<file path="src/rtl/cdd_tap_sequencer.sv">
// cdd_tap_sequencer
//   Steps a clock-divider delay line one tap at a time and tracks the tap
//   index it believes the line is sitting on.
//
//   Commands (REQ_CMD): 00 LOAD  reload the line to INIT_TAP
//                       01 INC   move up by REQ_ARG taps (clipped at MAX_TAP)
//                       10 DEC   move down by REQ_ARG taps (clipped at 0)
//                       11 SET   move to absolute tap REQ_ARG (clipped at MAX_TAP)
//
//   Handshake: a command is taken on any rising CLK edge where REQ_VALID and
//   REQ_READY are both 1. REQ_READY is high only while idle, so REQ_VALID has
//   no effect at any other time and nothing is queued. Every accepted command
//   ends with exactly one DONE pulse; ERR is meaningful only while DONE=1.
//
//   Ports:
//     CLK, RESETN                 clock, synchronous active-low reset
//     REQ_VALID/REQ_READY         command handshake
//     REQ_CMD[1:0], REQ_ARG[7:0]  command and argument, captured on acceptance
//     DONE, ERR                   completion pulse and clipped/aborted flag
//     TAP_POS[7:0]                tracked tap index
//     DELAY_LINE_LOAD             one-cycle load pulse to the delay line
//     DELAY_LINE_MOVE             one-cycle single-step pulse
//     DELAY_LINE_DIR              step direction (1 = up), stable per command
//     DELAY_LINE_OUT_OF_RANGE     range flag back from the delay line
//     o_dbg_state[2:0]            current FSM state, for observation only
//
//   Move commands spend one EVAL cycle after acceptance so that DIR, which is
//   registered at acceptance, is already settled a full cycle before the
//   first MOVE pulse.
module cdd_tap_sequencer #(
  parameter logic [7:0] MAX_TAP  = 8'd255,
  parameter logic [7:0] INIT_TAP = 8'd1,
  parameter int         MOVE_GAP = 4
) (
  input  logic       CLK,
  input  logic       RESETN,
  input  logic       REQ_VALID,
  output logic       REQ_READY,
  input  logic [1:0] REQ_CMD,
  input  logic [7:0] REQ_ARG,
  output logic       DONE,
  output logic       ERR,
  output logic [7:0] TAP_POS,
  output logic       DELAY_LINE_LOAD,
  output logic       DELAY_LINE_MOVE,
  output logic       DELAY_LINE_DIR,
  input  logic       DELAY_LINE_OUT_OF_RANGE,
  output logic [2:0] o_dbg_state
);

  typedef enum logic [2:0] {
    ST_IDLE = 3'd0,
    ST_LOAD = 3'd1,
    ST_EVAL = 3'd2,
    ST_MOVE = 3'd3,
    ST_GAP  = 3'd4,
    ST_FIN  = 3'd5
  } state_t;

  localparam logic [1:0] CMD_LOAD = 2'b00;
  localparam logic [1:0] CMD_INC  = 2'b01;
  localparam logic [1:0] CMD_DEC  = 2'b10;
  localparam logic [1:0] CMD_SET  = 2'b11;

  // GAP counter runs GAP_LAST..0, so GAP lasts exactly MOVE_GAP cycles.
  localparam logic [3:0] GAP_LAST = 4'(MOVE_GAP - 1);

  state_t     r_state;
  state_t     w_next;

  logic       r_ready_en;  // holds READY low on the first cycle out of reset
  logic [7:0] r_tap;
  logic [7:0] r_cnt;       // steps still to issue
  logic       r_dir;
  logic       r_clip;
  logic       r_abort;
  logic       r_is_load;
  logic       r_oor;       // registered copy of the range flag
  logic [3:0] r_gap;

  logic       w_accept;
  logic       w_gap_last;
  logic       w_abort_now;
  logic       w_dir_new;
  logic       w_clip_new;
  logic [7:0] w_cnt_new;
  logic [7:0] w_head;
  logic [7:0] w_tgt;
  logic [8:0] w_arg9;

  assign w_accept    = (r_state == ST_IDLE) && r_ready_en && REQ_VALID;
  assign w_gap_last  = (r_gap == 4'd0);
  // The range flag only means something after a step; a LOAD never aborts.
  assign w_abort_now = (r_state == ST_GAP) && w_gap_last && r_oor && !r_is_load;
  assign w_head      = MAX_TAP - r_tap;
  // Compared at 9 bits so the clip test stays meaningful when MAX_TAP = 255.
  assign w_arg9      = {1'b0, REQ_ARG};
  assign w_tgt       = (w_arg9 > {1'b0, MAX_TAP}) ? MAX_TAP : REQ_ARG;

  // Step count, clip flag and direction for the command being offered.
  always_comb begin
    w_dir_new  = r_dir;
    w_cnt_new  = 8'd0;
    w_clip_new = 1'b0;
    case (REQ_CMD)
      CMD_INC: begin
        w_dir_new = 1'b1;
        if (REQ_ARG > w_head) begin
          w_cnt_new  = w_head;
          w_clip_new = 1'b1;
        end else begin
          w_cnt_new  = REQ_ARG;
        end
      end
      CMD_DEC: begin
        w_dir_new = 1'b0;
        if (REQ_ARG > r_tap) begin
          w_cnt_new  = r_tap;
          w_clip_new = 1'b1;
        end else begin
          w_cnt_new  = REQ_ARG;
        end
      end
      CMD_SET: begin
        w_dir_new  = (REQ_ARG > r_tap);
        w_clip_new = (w_arg9 > {1'b0, MAX_TAP});
        w_cnt_new  = (w_tgt > r_tap) ? (w_tgt - r_tap) : (r_tap - w_tgt);
      end
      default: begin
        w_dir_new  = r_dir;
      end
    endcase
  end

  // State register
  always_ff @(posedge CLK) begin
    if (!RESETN) begin
      r_state <= ST_IDLE;
    end else begin
      r_state <= w_next;
    end
  end

  // Next-state logic
  always_comb begin
    w_next = r_state;
    case (r_state)
      ST_IDLE: begin
        if (w_accept) begin
          w_next = (REQ_CMD == CMD_LOAD) ? ST_LOAD : ST_EVAL;
        end
      end
      ST_LOAD: w_next = ST_GAP;
      ST_EVAL: w_next = (r_cnt == 8'd0) ? ST_FIN : ST_MOVE;
      ST_MOVE: w_next = ST_GAP;
      ST_GAP: begin
        if (w_gap_last) begin
          w_next = (w_abort_now || (r_cnt == 8'd0)) ? ST_FIN : ST_MOVE;
        end
      end
      ST_FIN:  w_next = ST_IDLE;
      default: w_next = ST_IDLE;
    endcase
  end

  // Datapath: command capture, tap tracking, step and gap counters
  always_ff @(posedge CLK) begin
    if (!RESETN) begin
      r_ready_en <= 1'b0;
      r_tap      <= INIT_TAP;
      r_cnt      <= 8'd0;
      r_dir      <= 1'b0;
      r_clip     <= 1'b0;
      r_abort    <= 1'b0;
      r_is_load  <= 1'b0;
      r_oor      <= 1'b0;
      r_gap      <= 4'd0;
    end else begin
      r_ready_en <= 1'b1;
      r_oor      <= DELAY_LINE_OUT_OF_RANGE;
      if (w_accept) begin
        r_dir     <= w_dir_new;
        r_cnt     <= w_cnt_new;
        r_clip    <= w_clip_new;
        r_abort   <= 1'b0;
        r_is_load <= (REQ_CMD == CMD_LOAD);
      end
      case (r_state)
        ST_LOAD: begin
          r_tap <= INIT_TAP;
          r_gap <= GAP_LAST;
        end
        ST_MOVE: begin
          r_tap <= r_dir ? (r_tap + 8'd1) : (r_tap - 8'd1);
          r_cnt <= r_cnt - 8'd1;
          r_gap <= GAP_LAST;
        end
        ST_GAP: begin
          if (!w_gap_last) begin
            r_gap <= r_gap - 4'd1;
          end else if (w_abort_now) begin
            // The step just issued did not land: undo it.
            r_tap   <= r_dir ? (r_tap - 8'd1) : (r_tap + 8'd1);
            r_abort <= 1'b1;
          end
        end
        default: begin
          r_gap <= r_gap;
        end
      endcase
    end
  end

  // Outputs decoded from state
  always_comb begin
    REQ_READY       = (r_state == ST_IDLE) && r_ready_en;
    DELAY_LINE_LOAD = (r_state == ST_LOAD);
    DELAY_LINE_MOVE = (r_state == ST_MOVE);
    DONE            = (r_state == ST_FIN);
    ERR             = (r_state == ST_FIN) && (r_clip || r_abort);
  end

  assign TAP_POS        = r_tap;
  assign DELAY_LINE_DIR = r_dir;
  assign o_dbg_state    = r_state;

endmodule

</file>
<file path="config.mk">
export PLATFORM = sky130hd
export DESIGN_NAME = cdd_tap_sequencer
export DESIGN_NICKNAME = d
export VERILOG_FILES = /design/src/rtl/cdd_tap_sequencer.sv
export SDC_FILE = /design/constraint.sdc
export NUM_CORES = 1
export LEC_CHECK = 0
export CORE_ASPECT_RATIO = 1.25
export CORE_MARGIN = 4
export CORE_UTILIZATION = 35
export CTS_BUF_LIST = sky130_fd_sc_hd__clkbuf_8 sky130_fd_sc_hd__clkbuf_16
export DETAILED_ROUTE_END_ITERATION = 7
export HOLD_SLACK_MARGIN = 0.1
export PLACE_DENSITY = 0.62
export SLEW_MARGIN = 20
export SYNTH_ARGS = -nofsm -noshare
export SYNTH_HDL_FRONTEND = slang
export SYNTH_SLANG_ARGS = --single-unit
</file>
<file path="constraint.sdc">
create_clock -name CLK -period 3 [get_ports CLK]
set_input_delay 0.3 -clock CLK [delete_from_list [all_inputs] [get_ports CLK]]
set_output_delay 0.3 -clock CLK [all_outputs]
set_load 0.01 [all_outputs]
</file>
[Word level (Yosys, flattened, before mapping)]
Cells that the tools add are included.
W data, S select, Z words.
Operators by class
  $add $sub $neg: 7
  eq/ne operators: 12
  reductions and logical operators: 22
  magnitude comparators: 4
  mux-type cells: 29
Operators by type and width (number)
  $mux W8: 10
  $pmux W8 S3: 2
  $gt A8 B8 Y1: 3
  $sub A8 B1 Y8 const B: 2
  $sub A8 B8 Y8: 2
  $mux W3: 4
  $pmux W3 S4: 1
  $add A8 B1 Y8 const B: 1
  $gt A8 B8 Y1 const B: 1
  $logic_not A8 Y1: 1
  $ne A2 B2 Y1 const B: 4
  $pmux W4 S2: 1
  $sub A8 B8 Y8 const A: 1
  $mux W1: 7
  $eq A3 B2 Y1 const B: 2
  $eq A3 B3 Y1 const B: 2
  $logic_and A1 B1 Y1: 6
  $pmux W1 S3: 2
  $reduce_and A2 Y1: 3
  $reduce_bool A3 Y1: 2
  $eq A2 B2 Y1 const B: 2
  $logic_not A4 Y1: 1
  $mux W4: 1
  $reduce_bool A2 Y1: 2
  10 further kinds: 11
Word-level totals
  register bits: 29
  output and inout port bits: 17
  input bits: 14
  logic and storage cells: 84

[Longest topological paths before layout]
Gate-level depths: netlist of the first run.
  depth after elaboration: 8
  mapped depth: 13
  mapped depth without buffers: 11

[Worst setup path before layout of the first run]
No wires, ideal clock.
  kind: register -> register
  start point: register r_tap[0], in the netlist TAP_POS[0]
  end point: register r_cnt[7]
  required time: 2878 ps
  cell stages (with the launch flop): 13
  clock period less this slack: 2377 ps
  path buffers: 2
  path slack: 623 ps
  arrival: 2255 ps
  setup time: 122 ps
  path through: dfxtp_1 -> ha_1 -> inv_1 -> fa_1 -> nand3_1 -> a21o_1 -> a21o_1 -> buf_6 -> buf_2 -> mux2i_1 -> nor2_1 -> a211oi_1 -> a21oi_1
Between the ends
  word-level cells in the longest chain between the ends: 6
  elaborated cells on any way between the ends: 12
  classes of those cells: 3 x add/sub; 3 x order compare; 6 x mux
RTL lines
  start: declaration: line 72  | logic [7:0] r_tap;
  start signal: assignment: line 194  | r_tap <= r_dir ? (r_tap + 8'd1) : (r_tap - 8'd1);
  start signal: assignment: line 203  | r_tap <= r_dir ? (r_tap - 8'd1) : (r_tap + 8'd1);
  $sub A8 B8 Y8: line 95  | assign w_head = MAX_TAP - r_tap;
  $gt A8 B8 Y1: line 108  | if (REQ_ARG > w_head) begin
  $mux W8: line 108
  $pmux W8 S3 *: line 105  | case (REQ_CMD)
  $mux W8 *: line 181  | if (w_accept) begin
  $mux W8 *: line 188  | case (r_state)
  end signal: assignment: line 183  | r_cnt <= w_cnt_new;
  end signal: assignment: line 195  | r_cnt <= r_cnt - 8'd1;
  end: declaration: line 73  | logic [7:0] r_cnt;
Mark *: on every way between the ends. The rest lies on a longest branch, timed or not. The select of a mux whose other input is x is not followed.
A chain may end at the register's enable or synchronous reset.

[Worst setup path in the final report of the first run]
  start point: input port REQ_ARG[0]
  end point: register r_cnt[6]
Between the ends
  word-level cells in the longest chain between the ends: 7
  elaborated cells on any way between the ends: 13
  classes of those cells: 2 x add/sub; 4 x order compare; 7 x mux
RTL lines
  start: declaration: line 40  | input logic [7:0] REQ_ARG,
  $gt A8 B8 Y1: line 98  | assign w_tgt = (w_arg9 > {1'b0, MAX_TAP}) ? MAX_TAP : REQ_ARG;
  $mux W8: line 98
  $sub A8 B8 Y8 / $gt A8 B8 Y1 (equally long branches): line 127  | w_cnt_new = (w_tgt > r_tap) ? (w_tgt - r_tap) : (r_tap - w_tgt);
  $mux W8: line 127
  $pmux W8 S3 *: line 105
  $mux W8 *: line 181
  $mux W8 *: line 188
Marked as above.

==> flow_summary.ini, run 1 <==
[timing]
fmax_ghz = 0.371
rsz0062_at_grt = no
slew_violations = 0
period_share_pct = 89.8
period_minus_slack_ns = 2.69
setup_violations = 0
maxSlewHeadroom_pct = 62.7
fin_skew_ns = 0.0103
hold_viol_final = 0
tightest_slew_ns = 0.560

[final_layout]
drive_gt1_share_pct = 9.37
layout_common_cells = nor2_1 (36), a21oi_1 (34), o21ai_0 (32)
area.growth.synth_to_final_pct = 22.3
final_common_cell = nor2_1
diodes = 0
nets = 471
final_util_pct = 44.1
design_area_um2 = 3440

[synthesis]
ys.warnings.count = 0
syn_nets = 423
postSynthCellCount = 378
synth_flop_cell = dfxtp_1
synthXorXnorAreaFrac_pct = 4.05
synth_top_family_by_area = compound AO/OA/AOI/OAI gates
synth_fa_ha_area_share_pct = 14.3
ys_seq_elements = 29
synth_edf_count = 0
avgSynthCellArea_um2 = 7.44
synth-compound-area-share_pct = 28.2
ys_types = 55
synth_seq_area_share_pct = 20.6
muxShareOfSynthArea_pct = 5.12
synthSimpleGateAreaFrac_pct = 20.9
synthArstFlopShare_pct = 0
syn_area_um2 = 2810

[worst_setup_path]
worstSetupEndpointType = flop
start_kind = input port
worstReg2RegStart = TAP_POS[7]$_SDFFE_PN0P_
rr_endpoint = r_cnt[6]$_SDFFE_PN0P_
reg2reg_slack_ns = 0.35
max_stage_delay_ns = 0.45
worst_ep_required_time_ns = 3.15
crit_top_cell = inv_1
crit_path_cell_trace = clkdlybuf4s50_1, inv_1, ha_1, inv_1, fa_1, nand3_1, a21o_1, a21o_2, mux2i_1, xor2_1, a211oi_1, o22ai_1
crit_fanout = 11
criticalPathCategory = in2reg
cp.arrival_ns = 2.84
rr_worst_depth = 9
critPathSlowestCell = clkdlybuf4s50_1

[grt]
grt_overflow = 0
grt_pass1_vias = 2772
grt_pass1_wl_um = 13400
grt_max_degree = 18
antenna_found_initial = 0
track_usage_pct = 17.6

[min_path]
worstHoldPathCells = 2
hold_path_class = reg2reg
min_from = r_abort$_SDFF_PN0_
hold_end = r_abort$_SDFF_PN0_

[placement]
place_hpwl_um = 6490
place.gp.congestion = 0.951
placed_area_um2 = 3350
portBuffers = 30

[pwr]
p_per_area_nw_per_um2 = 463
p_leak_nw = 1.34
combPwrFrac_pct = 47.5
p_sw_mw = 0.657
ir_worst_vdd_mv = 0.358
switching_share_pct = 41.2
power.internal_mw = 0.936
pwr-share-clk_pct = 20.3
p_seq_share_pct = 32.3

[drt]
drt_first_pass_iters = 5
wl_per_cell_um = 16.0
vias_per_cell = 5.63
drc = 0
vias = 2939
routed_wl_um = 8330
drtIter0Drc = 151
ant_nets = 0

[floorplanning]
die_h_um = 108
initial_core_util_pct = 36.1
io_pins = 31
fp.dieArea_um2 = 9540
rows = 36
core_um2 = 7790
die_x_um = 88.2

[run_status]
status = complete, no violations

[clocking]
cts_buffers = 5
clkTransAtPathRegs_ns = 0.06
cts.sink_count = 29
clock_latency_ns = 0.28
cts-root-buf = clkbuf_8
tritoncts = done
cts.htree.levels = 2
clockBufferDepth = 2
post_cts_buffers = 0

[run]
cap_violations = 0
-- critical path: cells and delay by family --
family / cells / cell delay [ns]
fa+ha+maj: 2 / 0.56
compound gates: 4 / 0.87
buf+inv: 3 / 0.63
mux: 1 / 0.27
xor+xnor: 1 / 0.10
simple gates: 1 / 0.11
-- Yosys cell counts, types with 3 or more instances --
master    number  area, µm²
o221ai_1       3       26.3
a221oi_1       3       26.3
dfxtp_1       29        581
ha_1          29        363
or3_1          4       25.0
o211ai_1       3       22.5
o21ai_0       32        160
nor2_1        36        135
nor3b_1        3       22.5
clkbuf_1       7       26.3
nor4_1         3       18.8
inv_1         25       93.8
o21a_1         7       52.6
xor2_1         4       35.0
and2_1         7       43.8
a31oi_1        4       25.0
o22ai_1        6       37.5
nand2b_1       4       25.0
nor3_1         8       40.0
nand3_1       15       75.1
mux2i_1       11        110
a21oi_1       34        170
a211oi_1      13       97.6
buf_2          6       30.0
nor2b_1        3       18.8
nand2_1       30        113
xnor2_1        9       78.8
a21o_1         5       37.5
-- sequential cells by signal, indices dropped and copies added (netlist names) --
signal          flops
TAP_POS             8
r_ready_en          1
r_clip              1
o_dbg_state         3
r_is_load           1
r_cnt               8
r_gap               4
DELAY_LINE_DIR      1
r_abort             1
r_oor               1
-- layer usage --
layer  routed length, µm  up-vias  GRT usage, %
met5                   0        -             0
met4                 199        0          6.48
met1                3530     1370          21.1
met3                 417       13          2.29
met2                4180       95          31.3
li1                    -     1461             -
-- worst max-delay path by stage --
| stage | slack (ns) | endpoint | cells after the start | startpoint |
|---|---|---|---|---|
| finish | 0.31 | r_cnt[6]$_SDFFE_PN0P_ | 12 | REQ_ARG[0] |
| global route | 0.08 | r_cnt[3]$_SDFFE_PN0P_ | 9 | TAP_POS[7]$_SDFFE_PN0P_ |
| CTS | 0.21 | r_cnt[6]$_SDFFE_PN0P_ | 12 | REQ_ARG[0] |
| detailed placement | -0.09 | r_cnt[6]$_SDFFE_PN0P_ | 12 | REQ_ARG[0] |
| global placement | 0.02 | r_cnt[6]$_SDFFE_PN0P_ | 12 | REQ_ARG[0] |
| floorplan | 0.62 | r_cnt[7]$_SDFFE_PN0P_ | 12 | TAP_POS[0]$_SDFFE_PN1P_ |
-- layout make-up --
| class | instances | area, µm² |
|---|---|---|
| sequential | 29 | 581 |
| clock inverter | 3 | 17.5 |
| clock buffer | 5 | 68.8 |
| timing repair buffer | 58 | 510 |
| inverter | 27 | 101 |
| tap | 95 | 119 |
| multi-input combinational | 305 | 2040 |
| fill | 829 | 4350 |
-- kinds of logic (layout without fill, tap and decap cells) --
group / after synthesis / after routing
compound gates: 126 / 126
simple gates: 122 / 122
buf+inv: 44 / 93
fa+ha+maj: 31 / 31
flops: 29 / 29
xor+xnor: 13 / 13
mux: 13 / 13
-- metrics by stage --
stage                     hold slack [ns]  setup WS [ns]  TNS (ns)  total power, mW  instances
final                               0.458          0.305         0             1.59        522
after global routing                0.486         0.0846         0             1.72        522
after CTS                           0.460          0.205         0             1.60        522
after detailed placement            0.451        -0.0859    -0.165             1.27        514
after global placement              0.447         0.0196         0             1.26        514
after floorplan                     0.328          0.623         0             1.02        378
-- repair_timing --
item,in CTS,in global routing
hold buffers,0,0
gates resized for setup,0,1
setup endpoints to repair,0,2
-- power by group through the flow --
| stage | Sequential (mW) | Clock (mW) | Combinational, mW |
|---|---|---|---|
| 6_report | 0.514 | 0.323 | 0.756 |
| 5_1_grt | 0.524 | 0.346 | 0.846 |
| 4_1_cts | 0.512 | 0.331 | 0.756 |
| 3_5_place_dp | 0.519 | 0 | 0.751 |
| 3_3_place_gp | 0.518 | 0 | 0.741 |
| 2_1_floorplan | 0.506 | 0 | 0.516 |
No activity file was read; power rests on OpenSTA's default activity.
==> run 2, diff against run 1 <==
--- a/config.mk
+++ b/config.mk
@@ -5,13 +5,14 @@
 export SDC_FILE = /design/constraint.sdc
 export NUM_CORES = 1
 export LEC_CHECK = 0
+export ABC_AREA = 1
 export CORE_ASPECT_RATIO = 1.25
 export CORE_MARGIN = 4
 export CORE_UTILIZATION = 35
 export CTS_BUF_LIST = sky130_fd_sc_hd__clkbuf_8 sky130_fd_sc_hd__clkbuf_16
 export DETAILED_ROUTE_END_ITERATION = 7
 export HOLD_SLACK_MARGIN = 0.1
-export PLACE_DENSITY = 0.62
+export PLACE_DENSITY = 0.61
 export SLEW_MARGIN = 20
 export SYNTH_ARGS = -nofsm -noshare
 export SYNTH_HDL_FRONTEND = slang
==> run 2 against run 1 <==
Critical path depth up 4; sequential power down 3%; fmax up 8.7%; clock power up 51%; synthesized area up 13%; register-to-register slack better by 0.23 ns; utilization down 1.6 points; cell area up 8.7%; critical path type unchanged; via count up 12%; global-route usage down 0.39 points; combinational power up 30%.
==> flow_summary.ini, run 2 <==
[synthesis]
syn_area_um2 = 3180
synthArstFlopShare_pct = 0
yosysTopAreaCell = dfxtp_1
ys_types = 41
ys_seq_elements = 29
synth_top_cells_by_count = nand2_1 (133), inv_1 (72), nand3_1 (64)
synth_seq_area_share_pct = 18.2
synth_top_area_share_pct = 18.2
synth-compound-area-share_pct = 14.5
ys.warnings.count = 0
synth_top_family_by_area = simple AND/OR/NAND/NOR gates
postSynthCellCount = 506
ys_top_cells_by_area = dfxtp_1 (18%), nand2_1 (16%), ha_1 (11%)
yosysMostFrequentCell = nand2_1
synthSimpleGateAreaFrac_pct = 37.5
avgSynthCellArea_um2 = 6.29
synth_flop_cell = dfxtp_1
synth_fa_ha_area_share_pct = 12.7
synthXorXnorAreaFrac_pct = 4.13
syn_nets = 551
synth_edf_count = 0
muxShareOfSynthArea_pct = 0

[final_layout]
final_util_pct = 42.5
diodes = 0
drive_gt1_share_pct = 9.98
layout_common_cells = nand2_1 (133), inv_1 (72), nand3_1 (64)
nets = 585
final_common_cell = nand2_1
final_cells = 661
area.growth.synth_to_final_pct = 17.4
fill_cells = 925

[clocking]
cts.htree.levels = 2
post_cts_buffers = 0
clockBufferDepth = 2
cts_buffers = 5
cts-root-buf = clkbuf_8
clkTransAtPathRegs_ns = 0.07
cts_hold_buffers = 0
cts.sink_count = 29
clock_latency_ns = 0.29
cts_resized = 0
tritoncts = done

[worst_setup_path]
max_stage_delay_ns = 0.45
cp_top_family = simple AND/OR/NAND/NOR gates
crit_top_cell = nand2_1
critPathSlowestCell = fa_1
criticalPathCategory = in2reg
worstSetupEndpointType = flop
crit_path_cell_trace = clkdlybuf4s50_1, inv_1, ha_1, inv_1, fa_1, nand3_1, nand2_1, nand2_1, nand2_2, nand2_4, inv_4, nand2_1, nand3_1, nand3_1, nand2_1, a21oi_2
critPathBufInv = 4
start_kind = input port
crit_fanout = 17
worst_ep_required_time_ns = 3.20
cp.arrival_ns = 2.68

[timing]
period_share_pct = 82.7
slew_violations = 0
rsz0062_at_grt = no
hold_viol_final = 0
period_minus_slack_ns = 2.48
setup_violations = 0
maxSlewHeadroom_pct = 60.1
tightest_slew_ns = 0.597
setup_tns_ns = 0
fmax_ghz = 0.403
fin_skew_ns = 0.0112

[grt]
track_usage_pct = 17.2
grt_overflow = 0
antenna_found_initial = 0
grt_max_degree = 18
grt_pass1_wl_um = 14800
grt_pass1_vias = 3111

[floorplanning]
rows = 38
die_h_um = 115
fp.dieArea_um2 = 10700
io_pins = 31
die_x_um = 93.3
initial_core_util_pct = 36.2
core_um2 = 8800

[placement]
place_hpwl_um = 7040
dpl.cell_count = 653
portBuffers = 30
place.gp.congestion = 0.958

[pwr]
p_leak_nw = 1.76
ir_worst_vdd_mv = 0.159
p_per_area_nw_per_um2 = 527

[drt]
routed_wl_um = 8910
m1WireLength_um = 3920
wl_met3_um = 398
drt_first_pass_iters = 5
ant_nets = 0
drc = 0
drtIter0Drc = 175
route.met2.wl_um = 4360
wl_per_cell_um = 13.5
vias_per_cell = 4.96
vias = 3280
top_layer = met4

[run]
cap_violations = 0

[run_status]
status = complete, no violations

[min_path]
hold_path_class = reg2reg
[run 2: per-layer routing]
metal / vias to the layer above / GRT usage, %
met5: - / 0
met2: 85 / 30.4
met3: 17 / 1.45
li1: 1705 / -
met4: 0 / 7.82
met1: 1473 / 21.0
[run 2: cells by family after synthesis]
group | Yosys count
AND/OR/NAND/NOR | 256
XOR/XNOR | 15
flip-flops | 29
AO/OA/AOI/OAI | 78
buffers and inverters | 97
adder cells (fa/ha/maj) | 31
[run 2: cell type report]
cell class	instances	area (µm²)	area share, %
well taps	120	150	4.02
clock inverters	3	65.1	1.74
repair buffers	37	353	9.44
inverters	87	329	8.80
clock buffers	5	68.8	1.84
multi-input cells	380	2190	58.6
flip-flops and latches	29	581	15.5
[run 2: where the power goes]
| group | switching, mW | total [mW] | internal, mW |
|---|---|---|---|
| combinational | 0.622 | 0.985 | 0.363 |
| clock | 0.158 | 0.488 | 0.330 |
| sequential | 0.0641 | 0.497 | 0.433 |
| total | 0.844 | 1.97 | 1.13 |
[run 2: final timing paths]
check	startpoint	to	slack (ns)	depth (start not counted)
worst max register to register	TAP_POS[0]$_SDFFE_PN1P_	r_cnt[5]$_SDFFE_PN0P_	0.58	14
worst min-delay path	r_gap[2]$_SDFFE_PN0P_	r_gap[2]$_SDFFE_PN0P_	0.45	1
worst max-delay path	REQ_ARG[0]	r_cnt[5]$_SDFFE_PN0P_	0.52	16
worst min register to register	r_gap[2]$_SDFFE_PN0P_	r_gap[2]$_SDFFE_PN0P_	0.45	1
[run 2: stage by stage]
stage | instance area, µm² | worst slack, ns | hold WS, ns | power (mW)
6_report | 3740 | 0.520 | 0.447 | 1.97
5_1_grt | 3740 | 0.314 | 0.496 | 2.12
4_1_cts | 3740 | 0.536 | 0.448 | 1.97
3_5_place_dp | 3600 | 0.242 | 0.433 | 1.48
3_3_place_gp | 3600 | 0.270 | 0.424 | 1.47
2_1_floorplan | 3180 | 0.888 | 0.328 | 1.22
==> run 3, diff against run 2 <==
--- a/config.mk
+++ b/config.mk
@@ -12,7 +12,7 @@
 export CTS_BUF_LIST = sky130_fd_sc_hd__clkbuf_8 sky130_fd_sc_hd__clkbuf_16
 export DETAILED_ROUTE_END_ITERATION = 7
 export HOLD_SLACK_MARGIN = 0.1
-export PLACE_DENSITY = 0.61
+export PLACE_DENSITY = 0.63
 export SLEW_MARGIN = 20
 export SYNTH_ARGS = -nofsm -noshare
 export SYNTH_HDL_FRONTEND = slang
==> constraint.sdc (replaced) <==
create_clock -name CLK -period 2 [get_ports CLK]
set_input_delay 0.2 -clock CLK [delete_from_list [all_inputs] [get_ports CLK]]
set_output_delay 0.2 -clock CLK [all_outputs]
set_load 0.01 [all_outputs]
==> run 3 against run 2 <==
Sequential share of layout area is 2.2 points lower; cell area is 21% higher; power is 63% higher; clock-buffer cell count stayed put; critical path depth is 3 lower.
==> flow_summary.ini, run 3 (synthesized netlist as in run 2, its figures left out) <==
[floorplanning]
die_h_um = 115
io_pins = 31
die_x_um = 93.3
core_um2 = 8800
initial_core_util_pct = 36.2
fp.dieArea_um2 = 10700
rows = 38

[final_layout]
area.growth.synth_to_final_pct = 42.1
final_util_pct = 51.4
drive_gt1_share_pct = 29.6
layout_common_cells = nand2_1 (123), buf_4 (77), inv_1 (67)
final_common_cell = nand2_1
nets = 658
diodes = 0

[worst_setup_path]
crit_fanout = 7
cp.arrival_ns = 2.09
start_kind = flop
worst_ep_required_time_ns = 2.17
criticalPathCategory = reg2reg
worstSetupEndpointType = flop

[clocking]
cts_hold_buffers = 0
tritoncts = done
clock_latency_ns = 0.28
cts_buffers = 5
cts.htree.levels = 2
cts-root-buf = clkbuf_8
clockBufferDepth = 2
cts.sink_count = 29
clkTransAtPathRegs_ns = 0.07

[drt]
vias_per_cell = 4.92
drtIter0Drc = 195
vias = 3611
routed_wl_um = 9910
wl_per_cell_um = 13.5
drc = 0
ant_nets = 0
drt_first_pass_iters = 4

[grt]
grt_pass1_wl_um = 15900
grt_max_degree = 16
antenna_found_initial = 0
track_usage_pct = 18.5
grt_pass1_vias = 3491
grt_overflow = 0

[timing]
rsz0062_at_grt = yes
hold_viol_final = 0
setup_violations = 0
period_minus_slack_ns = 1.92
period_share_pct = 96.2
tightest_slew_ns = 0.453
fmax_ghz = 0.520
setup_tns_ns = 0
slew_violations = 0
maxSlewHeadroom_pct = 69.8
fin_skew_ns = 0.00898

[run]
cap_violations = 0

[placement]
place_hpwl_um = 7830
place.gp.congestion = 0.952
portBuffers = 30

[min_path]
hold_path_class = in2reg

[pwr]
ir_worst_vdd_mv = 0.272
p_per_area_nw_per_um2 = 710
total_power_mw = 3.21
p_leak_nw = 2.15

[run_status]
status = complete, no violations
[run 3: cell types whose count changed in the layout (fill, tap and decap cells not counted), moves of 10 or more]
cell     previous run  this run
nand3_1            64        54
ha_1               29        19
buf_4               7        77
nand2_1           133       123
[run 3: path summary, 6_finish.rpt]
path	from	end	slack, ns	depth (start not counted)
setup / recovery	TAP_POS[6]$_SDFFE_PN0P_	r_cnt[7]$_SDFFE_PN0P_	0.08	13
hold / removal	DELAY_LINE_OUT_OF_RANGE	r_oor$_SDFF_PN0_	0.46	3
setup reg to reg	TAP_POS[6]$_SDFFE_PN0P_	r_cnt[7]$_SDFFE_PN0P_	0.08	13
hold reg to reg	r_gap[2]$_SDFFE_PN0P_	r_gap[2]$_SDFFE_PN0P_	0.46	1
[run 3: critical path: stages, from the launching register on]
cell and delay, ns:
dfxtp_4 0.36, buf_4 0.14, ha_4 0.25, nand2_4 0.09, inv_1 0.05, a21oi_2 0.21
nand2_4 0.11, nand2_8 0.11, buf_12 0.13, nand3_2 0.07, nand3_2 0.07, nand3_2 0.09
nand2_2 0.07, a21oi_2 0.04
[run 3: metrics by stage]
stage	setup slack [ns]	cell area, µm²	hold WS (ns)	std cells
finish	0.0754	4520	0.458	734
global route	-0.0453	4520	0.477	734
CTS	-0.000385	4310	0.457	730
detailed placement	-0.500	4060	0.445	714
global placement	-0.483	4060	0.426	714
floorplan	0.00434	3190	0.228	506
[run 3: area by class of cell]
class	count	area (µm²)
repair buffers	110	927
flip-flops and latches	29	602
fillers	886	4270
well taps	120	150
clock buffers	5	68.8
clock inverters	3	17.5
inverters	87	334
multi-input cells	380	2420
[run 3: timing repair]
item | in CTS | in global routing
setup buffers | 8 | 4
hold endpoints to repair | 0 | 0
setup endpoints to repair | 10 | 11
pin swaps | 10 | 12
resized for setup | 22 | 52
[run 3: report_power, final]
group          internal, mW  switching, mW
Sequential            0.658         0.0855
Clock                 0.240          0.240
Combinational         0.884           1.10
[run 3: routing by layer]
| layer | global-route usage, % | part of all wire (%) | routed length (µm) | vias up |
|---|---|---|---|---|
| met5 | 0 | 0 | 0 | - |
| met4 | 8.31 | 4.2 | 420 | 0 |
| met3 | 2.17 | 3.7 | 368 | 34 |
| met2 | 34.1 | 51 | 5040 | 106 |
| met1 | 21.0 | 41 | 4080 | 1615 |
| li1 | - | - | - | 1856 |
